### src/rtl/load_store_unit_pkg.sv
// Shared definitions for the load/store unit: size encodings common with the
// data memory, FSM states, and default memory geometry.
package load_store_unit_pkg;

    localparam int          BUS_WIDTH     = 32;
    localparam int          DEF_MEM_BYTES = 64;
    localparam logic [31:0] DEF_IO_ADDR   = 32'd64;

    localparam logic [1:0] BYTE      = 2'b00;
    localparam logic [1:0] HALF_WORD = 2'b01;
    localparam logic [1:0] WORD      = 2'b10;

    typedef enum logic [1:0] {
        IDLE   = 2'b00,
        ACCESS = 2'b01,
        SPLIT  = 2'b10
    } lsu_state_e;

    function automatic logic [2:0] size_bytes(input logic [1:0] size);
        case (size)
            BYTE:      size_bytes = 3'd1;
            HALF_WORD: size_bytes = 3'd2;
            WORD:      size_bytes = 3'd4;
            default:   size_bytes = 3'd1;
        endcase
    endfunction

endpackage

### src/rtl/load_store_unit_if.sv
// Pipeline-side request/response bus and memory-side port of the load/store unit.
interface load_store_unit_if;
    logic        req_valid;
    logic        req_ready;
    logic        req_wr;
    logic [1:0]  req_size;
    logic        req_sx;
    logic [31:0] req_addr;
    logic [31:0] req_wdata;
    logic        resp_valid;
    logic [31:0] resp_rdata;
    logic        resp_err;

    modport master (
        output req_valid, req_wr, req_size, req_sx, req_addr, req_wdata,
        input  req_ready, resp_valid, resp_rdata, resp_err
    );
    modport slave (
        input  req_valid, req_wr, req_size, req_sx, req_addr, req_wdata,
        output req_ready, resp_valid, resp_rdata, resp_err
    );
endinterface

interface load_store_unit_mem_if;
    logic [31:0] mem_address;
    logic [31:0] mem_data_in;
    logic        mem_wr_en;
    logic [1:0]  mem_size;
    logic        mem_sz_ex;
    logic [31:0] mem_data_out;

    modport master (
        output mem_address, mem_data_in, mem_wr_en, mem_size, mem_sz_ex,
        input  mem_data_out
    );
    modport slave (
        input  mem_address, mem_data_in, mem_wr_en, mem_size, mem_sz_ex,
        output mem_data_out
    );
endinterface

### src/rtl/load_store_unit_load_extend.sv
// Combinational sign/zero extender applied to a little-endian assembled load value.
module load_extend
    import load_store_unit_pkg::*;
(
    input  logic [1:0]           i_size,
    input  logic                 i_sx,
    input  logic [BUS_WIDTH-1:0] i_raw,
    output logic [BUS_WIDTH-1:0] o_ext
);

    // Extend from the top bit of the accessed width
    always_comb begin
        o_ext = i_raw;
        case (i_size)
            BYTE:      o_ext = {{24{i_sx & i_raw[7]}}, i_raw[7:0]};
            HALF_WORD: o_ext = {{16{i_sx & i_raw[15]}}, i_raw[15:0]};
            default:   o_ext = i_raw;
        endcase
    end

endmodule

### src/rtl/load_store_unit.sv
// MEM-stage load/store controller: classifies requests, splits misaligned
// accesses into bytes, decodes the memory-mapped output register.
module load_store_unit
    import load_store_unit_pkg::*;
#(
    parameter int          MEM_BYTES = DEF_MEM_BYTES,
    parameter logic [31:0] IO_ADDR   = DEF_IO_ADDR
) (
    input  logic                  i_clk,
    input  logic                  i_rst,
    load_store_unit_if.slave      req_if,
    load_store_unit_mem_if.master mem_if,
    output logic [BUS_WIDTH-1:0]  o_io_out,
    output logic                  o_io_wr_strobe
);

    localparam logic [32:0] LP_MEM_LIMIT = 33'(MEM_BYTES);

    lsu_state_e  r_state;
    logic [1:0]  r_k;
    logic [1:0]  r_size;
    logic        r_wr;
    logic        r_sx;
    logic        r_is_io;
    logic        r_is_err;
    logic [31:0] r_addr;
    logic [31:0] r_wdata;
    logic [31:0] r_asm;
    logic        r_req_ready;
    logic        r_resp_valid;
    logic [31:0] r_resp_rdata;
    logic        r_resp_err;
    logic [31:0] r_io_out;
    logic        r_io_wr_strobe;
    logic [31:0] r_mem_address;
    logic [31:0] r_mem_data_in;
    logic        r_mem_wr_en;
    logic [1:0]  r_mem_size;
    logic        r_mem_sz_ex;

    logic        w_accept;
    logic [2:0]  w_nbytes;
    logic [32:0] w_last;
    logic        w_is_io;
    logic        w_is_err;
    logic        w_split;
    logic [1:0]  w_k_last;
    logic [1:0]  w_k_next;
    logic [7:0]  w_wdata_next_byte;
    logic [31:0] w_asm_next;
    logic [31:0] w_ext;

    // Request classification; the 33-bit end address catches wrap past 2^32
    always_comb begin
        w_accept = req_if.req_valid && r_req_ready;
        w_nbytes = size_bytes(req_if.req_size);
        w_last   = {1'b0, req_if.req_addr} + {30'd0, w_nbytes} - 33'd1;
        w_is_io  = (req_if.req_addr == IO_ADDR);
        w_is_err = (req_if.req_size == 2'b11) ||
                   (w_is_io && (req_if.req_size != WORD)) ||
                   (!w_is_io && (w_last >= LP_MEM_LIMIT));
        w_split  = !w_is_err && !w_is_io &&
                   (((req_if.req_size == HALF_WORD) && req_if.req_addr[0]) ||
                    ((req_if.req_size == WORD) && (req_if.req_addr[1:0] != 2'b00)));
    end

    // Split-access byte sequencing and little-endian assembly
    always_comb begin
        w_k_last          = (r_size == HALF_WORD) ? 2'd1 : 2'd3;
        w_k_next          = r_k + 2'd1;
        w_wdata_next_byte = r_wdata[{w_k_next, 3'b000} +: 8];
        w_asm_next        = r_asm;
        w_asm_next[{r_k, 3'b000} +: 8] = mem_if.mem_data_out[7:0];
    end

    load_extend u_load_extend (
        .i_size (r_size),
        .i_sx   (r_sx),
        .i_raw  (w_asm_next),
        .o_ext  (w_ext)
    );

    // Main FSM with all outputs registered
    always_ff @(posedge i_clk) begin
        if (i_rst) begin
            r_state        <= IDLE;
            r_k            <= 2'd0;
            r_size         <= WORD;
            r_wr           <= 1'b0;
            r_sx           <= 1'b0;
            r_is_io        <= 1'b0;
            r_is_err       <= 1'b0;
            r_addr         <= 32'd0;
            r_wdata        <= 32'd0;
            r_asm          <= 32'd0;
            r_req_ready    <= 1'b0;
            r_resp_valid   <= 1'b0;
            r_resp_rdata   <= 32'd0;
            r_resp_err     <= 1'b0;
            r_io_out       <= 32'd0;
            r_io_wr_strobe <= 1'b0;
            r_mem_address  <= 32'd0;
            r_mem_data_in  <= 32'd0;
            r_mem_wr_en    <= 1'b0;
            r_mem_size     <= WORD;
            r_mem_sz_ex    <= 1'b0;
        end else begin
            r_resp_valid   <= 1'b0;
            r_io_wr_strobe <= 1'b0;
            case (r_state)
                IDLE: begin
                    if (w_accept) begin
                        r_req_ready   <= 1'b0;
                        r_wr          <= req_if.req_wr;
                        r_size        <= req_if.req_size;
                        r_sx          <= req_if.req_sx;
                        r_addr        <= req_if.req_addr;
                        r_wdata       <= req_if.req_wdata;
                        r_is_io       <= w_is_io;
                        r_is_err      <= w_is_err;
                        r_asm         <= 32'd0;
                        r_k           <= 2'd0;
                        r_mem_address <= req_if.req_addr;
                        r_mem_size    <= w_split ? BYTE : req_if.req_size;
                        r_mem_sz_ex   <= w_split ? 1'b0 : req_if.req_sx;
                        r_mem_data_in <= w_split ? {24'd0, req_if.req_wdata[7:0]} : req_if.req_wdata;
                        r_mem_wr_en   <= req_if.req_wr && !w_is_err && !w_is_io;
                        r_state       <= w_split ? SPLIT : ACCESS;
                    end else begin
                        r_req_ready   <= 1'b1;
                    end
                end
                ACCESS: begin
                    r_state      <= IDLE;
                    r_req_ready  <= 1'b1;
                    r_resp_valid <= 1'b1;
                    r_mem_wr_en  <= 1'b0;
                    if (r_is_err) begin
                        r_resp_err   <= 1'b1;
                        r_resp_rdata <= 32'd0;
                    end else if (r_is_io) begin
                        r_resp_err   <= 1'b0;
                        if (r_wr) begin
                            r_io_out       <= r_wdata;
                            r_io_wr_strobe <= 1'b1;
                            r_resp_rdata   <= 32'd0;
                        end else begin
                            r_resp_rdata   <= r_io_out;
                        end
                    end else begin
                        r_resp_err   <= 1'b0;
                        r_resp_rdata <= r_wr ? 32'd0 : mem_if.mem_data_out;
                    end
                end
                SPLIT: begin
                    r_asm <= w_asm_next;
                    if (r_k == w_k_last) begin
                        r_state      <= IDLE;
                        r_req_ready  <= 1'b1;
                        r_resp_valid <= 1'b1;
                        r_resp_err   <= 1'b0;
                        r_resp_rdata <= r_wr ? 32'd0 : w_ext;
                        r_mem_wr_en  <= 1'b0;
                    end else begin
                        r_k           <= w_k_next;
                        r_mem_address <= r_addr + {30'd0, w_k_next};
                        r_mem_data_in <= {24'd0, w_wdata_next_byte};
                    end
                end
                default: begin
                    r_state     <= IDLE;
                    r_mem_wr_en <= 1'b0;
                end
            endcase
        end
    end

    assign req_if.req_ready  = r_req_ready;
    assign req_if.resp_valid = r_resp_valid;
    assign req_if.resp_rdata = r_resp_rdata;
    assign req_if.resp_err   = r_resp_err;
    assign mem_if.mem_address = r_mem_address;
    assign mem_if.mem_data_in = r_mem_data_in;
    assign mem_if.mem_wr_en   = r_mem_wr_en;
    assign mem_if.mem_size    = r_mem_size;
    assign mem_if.mem_sz_ex   = r_mem_sz_ex;
    assign o_io_out       = r_io_out;
    assign o_io_wr_strobe = r_io_wr_strobe;

endmodule

### src/flat_wrapper.sv
// flat-port wrapper written by rule: the top's interface ports become plain ports
module load_store_unit_flat import load_store_unit_pkg::*;
#(
    parameter int          MEM_BYTES = DEF_MEM_BYTES,
    parameter logic [31:0] IO_ADDR   = DEF_IO_ADDR
)
  (i_clk, i_rst, o_io_out, o_io_wr_strobe, req_if_req_valid, req_if_req_wr, req_if_req_size, req_if_req_sx, req_if_req_addr, req_if_req_wdata, req_if_req_ready, req_if_resp_valid, req_if_resp_rdata, req_if_resp_err, mem_if_mem_address, mem_if_mem_data_in, mem_if_mem_wr_en, mem_if_mem_size, mem_if_mem_sz_ex, mem_if_mem_data_out);
  load_store_unit_if req_if_i ();
  load_store_unit_mem_if mem_if_i ();
  input  logic i_clk;
  input  logic i_rst;
  output logic [BUS_WIDTH-1:0] o_io_out;
  output logic o_io_wr_strobe;
  input wire logic [$bits(req_if_i.req_valid)-1:0] req_if_req_valid;
  input wire logic [$bits(req_if_i.req_wr)-1:0] req_if_req_wr;
  input wire logic [$bits(req_if_i.req_size)-1:0] req_if_req_size;
  input wire logic [$bits(req_if_i.req_sx)-1:0] req_if_req_sx;
  input wire logic [$bits(req_if_i.req_addr)-1:0] req_if_req_addr;
  input wire logic [$bits(req_if_i.req_wdata)-1:0] req_if_req_wdata;
  output wire logic [$bits(req_if_i.req_ready)-1:0] req_if_req_ready;
  output wire logic [$bits(req_if_i.resp_valid)-1:0] req_if_resp_valid;
  output wire logic [$bits(req_if_i.resp_rdata)-1:0] req_if_resp_rdata;
  output wire logic [$bits(req_if_i.resp_err)-1:0] req_if_resp_err;
  output wire logic [$bits(mem_if_i.mem_address)-1:0] mem_if_mem_address;
  output wire logic [$bits(mem_if_i.mem_data_in)-1:0] mem_if_mem_data_in;
  output wire logic [$bits(mem_if_i.mem_wr_en)-1:0] mem_if_mem_wr_en;
  output wire logic [$bits(mem_if_i.mem_size)-1:0] mem_if_mem_size;
  output wire logic [$bits(mem_if_i.mem_sz_ex)-1:0] mem_if_mem_sz_ex;
  input wire logic [$bits(mem_if_i.mem_data_out)-1:0] mem_if_mem_data_out;
  assign req_if_i.req_valid = req_if_req_valid;
  assign req_if_i.req_wr = req_if_req_wr;
  assign req_if_i.req_size = req_if_req_size;
  assign req_if_i.req_sx = req_if_req_sx;
  assign req_if_i.req_addr = req_if_req_addr;
  assign req_if_i.req_wdata = req_if_req_wdata;
  assign req_if_req_ready = req_if_i.req_ready;
  assign req_if_resp_valid = req_if_i.resp_valid;
  assign req_if_resp_rdata = req_if_i.resp_rdata;
  assign req_if_resp_err = req_if_i.resp_err;
  assign mem_if_mem_address = mem_if_i.mem_address;
  assign mem_if_mem_data_in = mem_if_i.mem_data_in;
  assign mem_if_mem_wr_en = mem_if_i.mem_wr_en;
  assign mem_if_mem_size = mem_if_i.mem_size;
  assign mem_if_mem_sz_ex = mem_if_i.mem_sz_ex;
  assign mem_if_i.mem_data_out = mem_if_mem_data_out;
  load_store_unit #(.MEM_BYTES(MEM_BYTES), .IO_ADDR(IO_ADDR)) u_core (.i_clk(i_clk), .i_rst(i_rst), .req_if(req_if_i), .mem_if(mem_if_i), .o_io_out(o_io_out), .o_io_wr_strobe(o_io_wr_strobe));
endmodule
### config.mk
export PLATFORM = sky130hd
export DESIGN_NAME = load_store_unit_flat
export DESIGN_NICKNAME = d
export VERILOG_FILES = /design/src/rtl/load_store_unit_pkg.sv /design/src/rtl/load_store_unit_if.sv /design/src/rtl/load_store_unit_load_extend.sv /design/src/rtl/load_store_unit.sv /design/src/flat_wrapper.sv
export SDC_FILE = /design/constraint.sdc
export NUM_CORES = 1
export LEC_CHECK = 0
export ABC_AREA = 1
export BUFFER_PORTS_ARGS = -buffer_cell sky130_fd_sc_hd__buf_2
export CORE_ASPECT_RATIO = 0.8
export CORE_MARGIN = 3
export CORE_UTILIZATION = 52
export DETAILED_ROUTE_END_ITERATION = 8
export PLACE_DENSITY = 0.78
export SLEW_MARGIN = 20
export SYNTH_ARGS = -nofsm -noshare
export SYNTH_HDL_FRONTEND = slang
export SYNTH_SLANG_ARGS = --single-unit
### constraint.sdc
create_clock -name i_clk -period 3.43 [get_ports i_clk]
set_input_delay 0.343 -clock i_clk [delete_from_list [all_inputs] [get_ports i_clk]]
set_output_delay 0.343 -clock i_clk [all_outputs]
set_load 0.1 [all_outputs]
* Word level (Yosys, flattened, before mapping) *
Index checks and enable logic that the tools add are counted.

word-level totals
  register bits = 242
  bits of input ports = 103
  output and inout port bits = 136
  logic and storage cells = 115

cells by class
  add/sub/neg operators = 5
  $lt $le $gt $ge = 1
  equality and inequality tests = 12
  shift operators = 3
  muxes and demuxes = 40
  bitwise gates (word level) = 5
  reduce and logical (&&, ||, !) cells = 28

operator list
  operator                  count
  $mux W32                  12
  $pmux W32 S2              5
  $add A32 B3 Y33           1
  $ge A33 B7 Y1 const B     1
  $sub A33 B1 Y33 const B   1
  $add A32 B2 Y32           1
  $bwmux W32                1
  $eq A32 B7 Y1 const B     1
  $shift A8 B7 Y32 const A  1
  $shiftx A32 B6 Y8         1
  $shiftx A8 B7 Y32         1
  $mux W2                   7
  $reduce_and A2 Y1         5
  $logic_and A1 B1 Y1       9
  $mux W1                   8
  $pmux W2 S2               2
  $neg A5 Y7                1
  $eq A2 B1 Y1 const B      3
  $eq A2 B2 Y1 const B      3
  $pmux W1 S2               3
  $pmux W3 S2               1
  $reduce_bool A2 Y1        3
  $logic_not A2 Y1          2
  $ne A2 B1 Y1 const B      2
  12 further kinds          19

* Longest topological paths before layout *
  depth in word-level cells = 13
  depth in mapped cells = 28
  mapped depth without buffers = 27

* Cells and area by module *
Synthesis repeated with hierarchy kept, for this count alone.

unflattened totals
  cell total of the unflattened synthesis = 2172
  area, all modules = 14316.2 sq um

modules (own cells, without submodules)
  module           instances  cells an instance  area each (sq um)  sequential area each (sq um)
  load_store_unit  1          2100               13849.5            4844.6
  load_extend      1          72                 466.7              0.0

* Worst setup path after synthesis *
Ideal clock, no wire load.

  path kind = register to register
  from = reg u_core.r_k[0]
  to = reg u_core.r_mem_address[29], in the netlist u_core.mem_if.mem_address[29]
  setup time = 0.132 ns
  arrival = 3.299 ns
  required time = 3.298 ns
  setup slack = -0.002 ns
  stages on the path, launching flop included = 18
  buffers on the path = 2
  period minus slack after synthesis = 3.432 ns
  path through = dfxtp_1 -> clkbuf_1 -> clkinv_1 -> clkbuf_1 -> ha_1 -> ha_1 -> nand2_1 -> a21oi_2 -> nand4_1 -> nor2_2 -> nand3_1 -> nor2_2 -> nand2_1 -> nor3_1 -> nand2_1 -> xnor2_1 -> o21ai_1 -> a21oi_1

on the way
  word-level cells in the longest chain between the ends = 4
  elaborated cells between the ends (all ways) = 7

ends and longest elaborated chain
  what                    line                    RTL
  from (decl)             load_store_unit.sv:20   logic [1:0] r_k;
  from (signal assigned)  load_store_unit.sv:165  r_k <= w_k_next;
  $add A2 B1 Y2           load_store_unit.sv:70   w_k_next = r_k + 2'd1;
  $add A32 B2 Y32         load_store_unit.sv:166  r_mem_address <= r_addr + {30'd0, w_k_next};
  $mux W32                load_store_unit.sv:157  if (r_k == w_k_last) begin
  $pmux W32 S2            load_store_unit.sv:110  case (r_state)
  to (signal assigned)    load_store_unit.sv:123  r_mem_address <= req_if.req_addr;
  to (signal assigned)    load_store_unit.sv:166
  to (decl)               load_store_unit.sv:35   logic [31:0] r_mem_address;

Parallel ways exist; a longest one is shown, timed or not. The select of a mux whose other input is x is not followed.
A chain may end at the register's enable or synchronous reset.

* Worst setup path in the final report *
  from = reg u_core.r_k[1]
  to = reg u_core.r_mem_address[30], in the netlist u_core.mem_if.mem_address[30]

The elaborated chain is that of the path after synthesis.

==> Implementation_results.wiki <==
{| class="wikitable"
! Metric !! Value
|-
| Worst setup SP type || register
|-
| Worst Max-Slew Pin Slew || 1020 ps
|-
| Internal || 5.13 mW
|-
| Result of the run || finished, final reports clean
|-
| Mean cell area of the mapped netlist || 6.63 um2
|-
| Endpoint class of the critical path || register
|-
| Via Count || 14900
|-
| Syn Nets || 2249
|-
| Switching power total || 2.94 mW
|-
| Critical Path Start || u_core.r_k[1]
|-
| Number of buffers on the longest clock path || 3
|-
| Largest fanout on the critical path || 6
|-
| Number of standard cells in the layout, taps in and fillers out || 2651
|-
| Width of the die || 188 um
|-
| First-pass GRT wire length || 74400 um
|-
| First DRT Iteration DRCs || 1503
|-
| Placer's final routability congestion estimate || 0.970
|-
| TritonCTS Buffers || 26
|-
| Share of the synthesized area in the top cell type || 35.1%
|-
| Number of nets in the final layout || 2446
|-
| Area added between synthesis and finish || 17.6%
|-
| Distinct cell type count of the synthesized netlist || 40
|-
| Share of power burned in combinational logic || 25.5%
|-
| Quantity of hold-fixing buffers added after cts || 0
|-
| Synthesis warning total || 0
|-
| Number of cell instances on the worst register-to-register path || 15
|-
| Clock network fraction of total power || 36.0%
|-
| Detailed-router iteration count before antenna repair || 6
|-
| Via count of the first global-routing pass || 13600
|-
| Data arrival, critical path || 3620 ps
|-
| I/O pin cnt || 239
|-
| Crit. path cell count || 15
|-
| Cell family with most CP delay || simple AND/OR/NAND/NOR gates
|-
| Clock tree from TritonCTS || done
|-
| Clock-pin slew of the registers on the worst-case setup and hold paths || 60 ps
|-
| HPWL Detailed || 36100 um
|-
| Highest achievable clock rate || 0.308 GHz
|-
| Sequential fraction of the synthesis area || 35.1%
|-
| PnR worst setup slack || 187 ps
|-
| Beginning of the worst register-to-register path || u_core.r_k[1]
|-
| # port buffers || 238
|-
| Total power divided by cell area || 497 nW/um2
|-
| Worst-Skew Late Latency || 540 ps
|-
| Number of nets still failing antenna checks after routing || 0
|-
| Largest net degree at the start of global routing || 78
|-
| Worst-case vdd ir drop || 0.394 mV
|-
| Worst hold-check slack || 52.6 ps
|-
| Total Wirelength || 47600 um
|-
| Final number of hold-violating endpoints || 0
|-
| Placement-stage worst setup slack || -145 ps
|-
| Max-slew violation total from the final report || 0
|-
| Initial antenna violation count || 4
|-
| Crit Path Class || reg2reg
|-
| Shortest period the worst path allows || 3240 ps
|-
| Critical-path cell list || inv_1, ha_1, fa_1, nand3_1, nor2_1, and3_1, nand3_1, inv_1, nand2_1, nor2_2, nand2_1, nor2_1, xor2_1, o21ai_0, a21oi_1
|-
| Overall die area || 28600 um2
|-
| CTS H-Tree Depth || 1
|-
| Power share of the sequential group || 38.5%
|-
| Setup tns final || 0 ps
|-
| Worst min-delay path category || in2reg
|-
| Number of sinks on the clock net || 242
|-
| Routed WL per cell || 17.9 um
|-
| Worst clock skew on the final layout || 16.8 ps
|-
| Overall overflow remaining after global route || 0
|-
| Worst setup slack for register-to-register paths || 190 ps
|-
| Die Y || 152 um
|-
| Terminus of the critical flop-to-flop path || u_core.mem_if.mem_address[30]
|-
| Synthesis-stage register bit count || 242
|-
| Worst EP required || 3810 ps
|-
| Core region area || 25700 um2
|-
| Master cell of the clock root buffer || sky130_fd_sc_hd__clkbuf_16
|-
| Layout cells sized above 1 || 17.3%
|-
| Area leader, netlist || sky130_fd_sc_hd__dfxtp_1
|-
| Unrepaired setup endpoints after global routing || no
|-
| Final Setup Violations || 0
|-
| Critical Path Max Stage Delay || 370 ps
|-
| Leading cell types by total area after synthesis || sky130_fd_sc_hd__dfxtp_1 35%, sky130_fd_sc_hd__nand2_1 11%, sky130_fd_sc_hd__a21oi_1 9.5%, sky130_fd_sc_hd__o21ai_0 8.9%, sky130_fd_sc_hd__inv_1 6.0%
|-
| Buffering stage count on the worst path with inverters included || 2
|-
| Net switching fraction of the power || 36.4%
|-
| DRC || 0
|-
| Vias per inst || 5.62
|-
| Worst setup path endpoint || u_core.mem_if.mem_address[30]
|-
| Slew Limit Headroom || 31.9%
|-
| Site row count || 52
|-
| Leak pwr || 7.71 nW
|-
| Global-route total usage across every layer || 31.8%
|-
| Cell at the slowest stage of the critical path || sky130_fd_sc_hd__ha_1
|-
| Starting density of the core || 53.8%
|-
| Final Cycle Share || 94.5%
|-
| Post-layout util || 63.2%
|-
| Post-Synthesis Cells || 2083
|-
| Post-placement cell count || 2602
|-
| Maxcap violations || 0
|-
| Synthesized area || 13800 um2
|}
[kinds of logic (layout without fill, tap and decap cells)]
logic type	Yosys count	after routing	synth area share [%]
and+or+nand+nor	787	787	23.6
AOI/OAI and AO/OA	616	616	24.3
buffers and inverters	350	566	9.63
DFF	242	242	35.1
adders and majority gates	63	63	5.81
xor gates and xnor gates	25	25	1.58
other	0	1	0
[worst register-to-register path: stages, from the launching register on]
cell and delay, ps:
sky130_fd_sc_hd__dfxtp_1 330, sky130_fd_sc_hd__inv_1 100, sky130_fd_sc_hd__ha_1 370, sky130_fd_sc_hd__fa_1 240
sky130_fd_sc_hd__nand3_1 140, sky130_fd_sc_hd__nor2_1 190, sky130_fd_sc_hd__and3_1 230, sky130_fd_sc_hd__nand3_1 130
sky130_fd_sc_hd__inv_1 260, sky130_fd_sc_hd__nand2_1 170, sky130_fd_sc_hd__nor2_2 220, sky130_fd_sc_hd__nand2_1 120
sky130_fd_sc_hd__nor2_1 180, sky130_fd_sc_hd__xor2_1 90, sky130_fd_sc_hd__o21ai_0 220, sky130_fd_sc_hd__a21oi_1 100
[sequential cells by signal, summed over array words and instances (netlist names), 2 cells and up]
signal                     count
u_core.r_size                  2
u_core.o_io_out               32
u_core.r_k                     2
u_core.mem_if.mem_address     32
u_core.r_wdata                32
u_core.r_state                 2
u_core.mem_if.mem_size         2
u_core.mem_if.mem_data_in     32
u_core.req_if.resp_rdata      32
u_core.r_addr                 32
u_core.r_asm                  32
[routing by layer]
metal  part of all wire, %  track usage, %  vias up
li1                      -               -     7252
met1                    47            48.7     6896
met2                    42            47.0      697
met3                   9.5            5.94       53
met4                   1.5            5.18        4
met5                 0.034               0        -
[repair_timing]
action                                  in CTS  in global routing
resized for setup                            0                  4
endpoints found under the setup margin       0                  5
buffers inserted                             0                  1
[power groups by stage]
stage	sequential, mW	clock, mW	combinational, mW
after global routing	3.13	3.05	2.23
after CTS	3.10	2.92	2.04
final	3.11	2.90	2.06
after floorplan	3.81	0	0.867
after global placement	3.16	0	2.02
after detailed placement	3.16	0	2.03
[worst min path at each step]
stage,cells after the start,from,endpoint
floorplan,2,u_core.r_wdata[31],u_core.o_io_out[31]
global placement,2,u_core.req_if.resp_rdata[0],u_core.req_if.resp_rdata[0]
detailed placement,2,u_core.req_if.resp_err,u_core.req_if.resp_err
CTS,3,req_if_req_wdata[19],u_core.r_wdata[19]
global route,3,req_if_req_wdata[25],u_core.r_wdata[25]
finish,3,req_if_req_wdata[19],u_core.r_wdata[19]
[stage by stage]
| step | instance area [um2] | power, mW |
|---|---|---|
| 2_1_floorplan | 13800 | 4.68 |
| 3_5_place_dp | 15300 | 5.20 |
| 4_1_cts | 16200 | 8.06 |
| 3_3_place_gp | 15300 | 5.18 |
| 6_report | 16200 | 8.07 |
| 5_1_grt | 16200 | 8.40 |
[cell usage in the layout, fill, tap and decap left out, drive strengths merged, types with 21 or more instances in the layout]
| cell type | n |
|---|---|
| o21ai | 250 |
| clkbuf | 33 |
| a21oi | 276 |
| buf | 272 |
| nor2 | 227 |
| a31oi | 27 |
| a22oi | 21 |
| ha | 61 |
| dfxtp | 242 |
| a2bb2oi | 23 |
| nand2 | 434 |
| inv | 242 |
| nand3 | 74 |
[layout make-up]
cell class | count | area, um2
Inverter | 247 | 930
Timing Repair Buffer | 272 | 1470
Fill cell | 2430 | 9450
Tap cell | 351 | 439
Clock buffer | 33 | 728
Multi-Input combinational cell | 1491 | 7680
Clock inverter | 14 | 151
Sequential cell | 242 | 4840
Antenna cell | 1 | 2.50
[cell usage after synthesis]
library cell                instances
sky130_fd_sc_hd__clkinv_1           6
sky130_fd_sc_hd__nor2_1           213
sky130_fd_sc_hd__clkbuf_1          93
sky130_fd_sc_hd__a21oi_2           15
sky130_fd_sc_hd__o21bai_1           9
sky130_fd_sc_hd__nor4_1             4
sky130_fd_sc_hd__nor3_1            17
sky130_fd_sc_hd__buf_6              2
sky130_fd_sc_hd__or4_1              1
sky130_fd_sc_hd__a22oi_1           21
sky130_fd_sc_hd__nand3b_1           4
sky130_fd_sc_hd__nand4_2            1
sky130_fd_sc_hd__a2bb2oi_1         23
sky130_fd_sc_hd__and2_1             1
sky130_fd_sc_hd__nor2_2            14
sky130_fd_sc_hd__a211oi_1           7
sky130_fd_sc_hd__a31oi_1           27
sky130_fd_sc_hd__or2_2              3
sky130_fd_sc_hd__nand3_1           71
sky130_fd_sc_hd__o21ai_0          246
sky130_fd_sc_hd__and3_1             2
sky130_fd_sc_hd__nand2_2           14
sky130_fd_sc_hd__o21a_1             1
sky130_fd_sc_hd__nand4_1           17
sky130_fd_sc_hd__nor3_2             2
sky130_fd_sc_hd__nand2_1          420
sky130_fd_sc_hd__xnor2_1            7
sky130_fd_sc_hd__a21oi_1          261
sky130_fd_sc_hd__nand3_2            3
sky130_fd_sc_hd__buf_1              7
sky130_fd_sc_hd__ha_1              61
sky130_fd_sc_hd__inv_2             20
sky130_fd_sc_hd__xor2_1            18
sky130_fd_sc_hd__inv_1            221
sky130_fd_sc_hd__o21ai_1            4
sky130_fd_sc_hd__a32oi_1            1
sky130_fd_sc_hd__o211ai_1           1
sky130_fd_sc_hd__buf_2              1
sky130_fd_sc_hd__dfxtp_1          242
sky130_fd_sc_hd__fa_1               2
No activity file was read; power rests on OpenSTA's default activity.
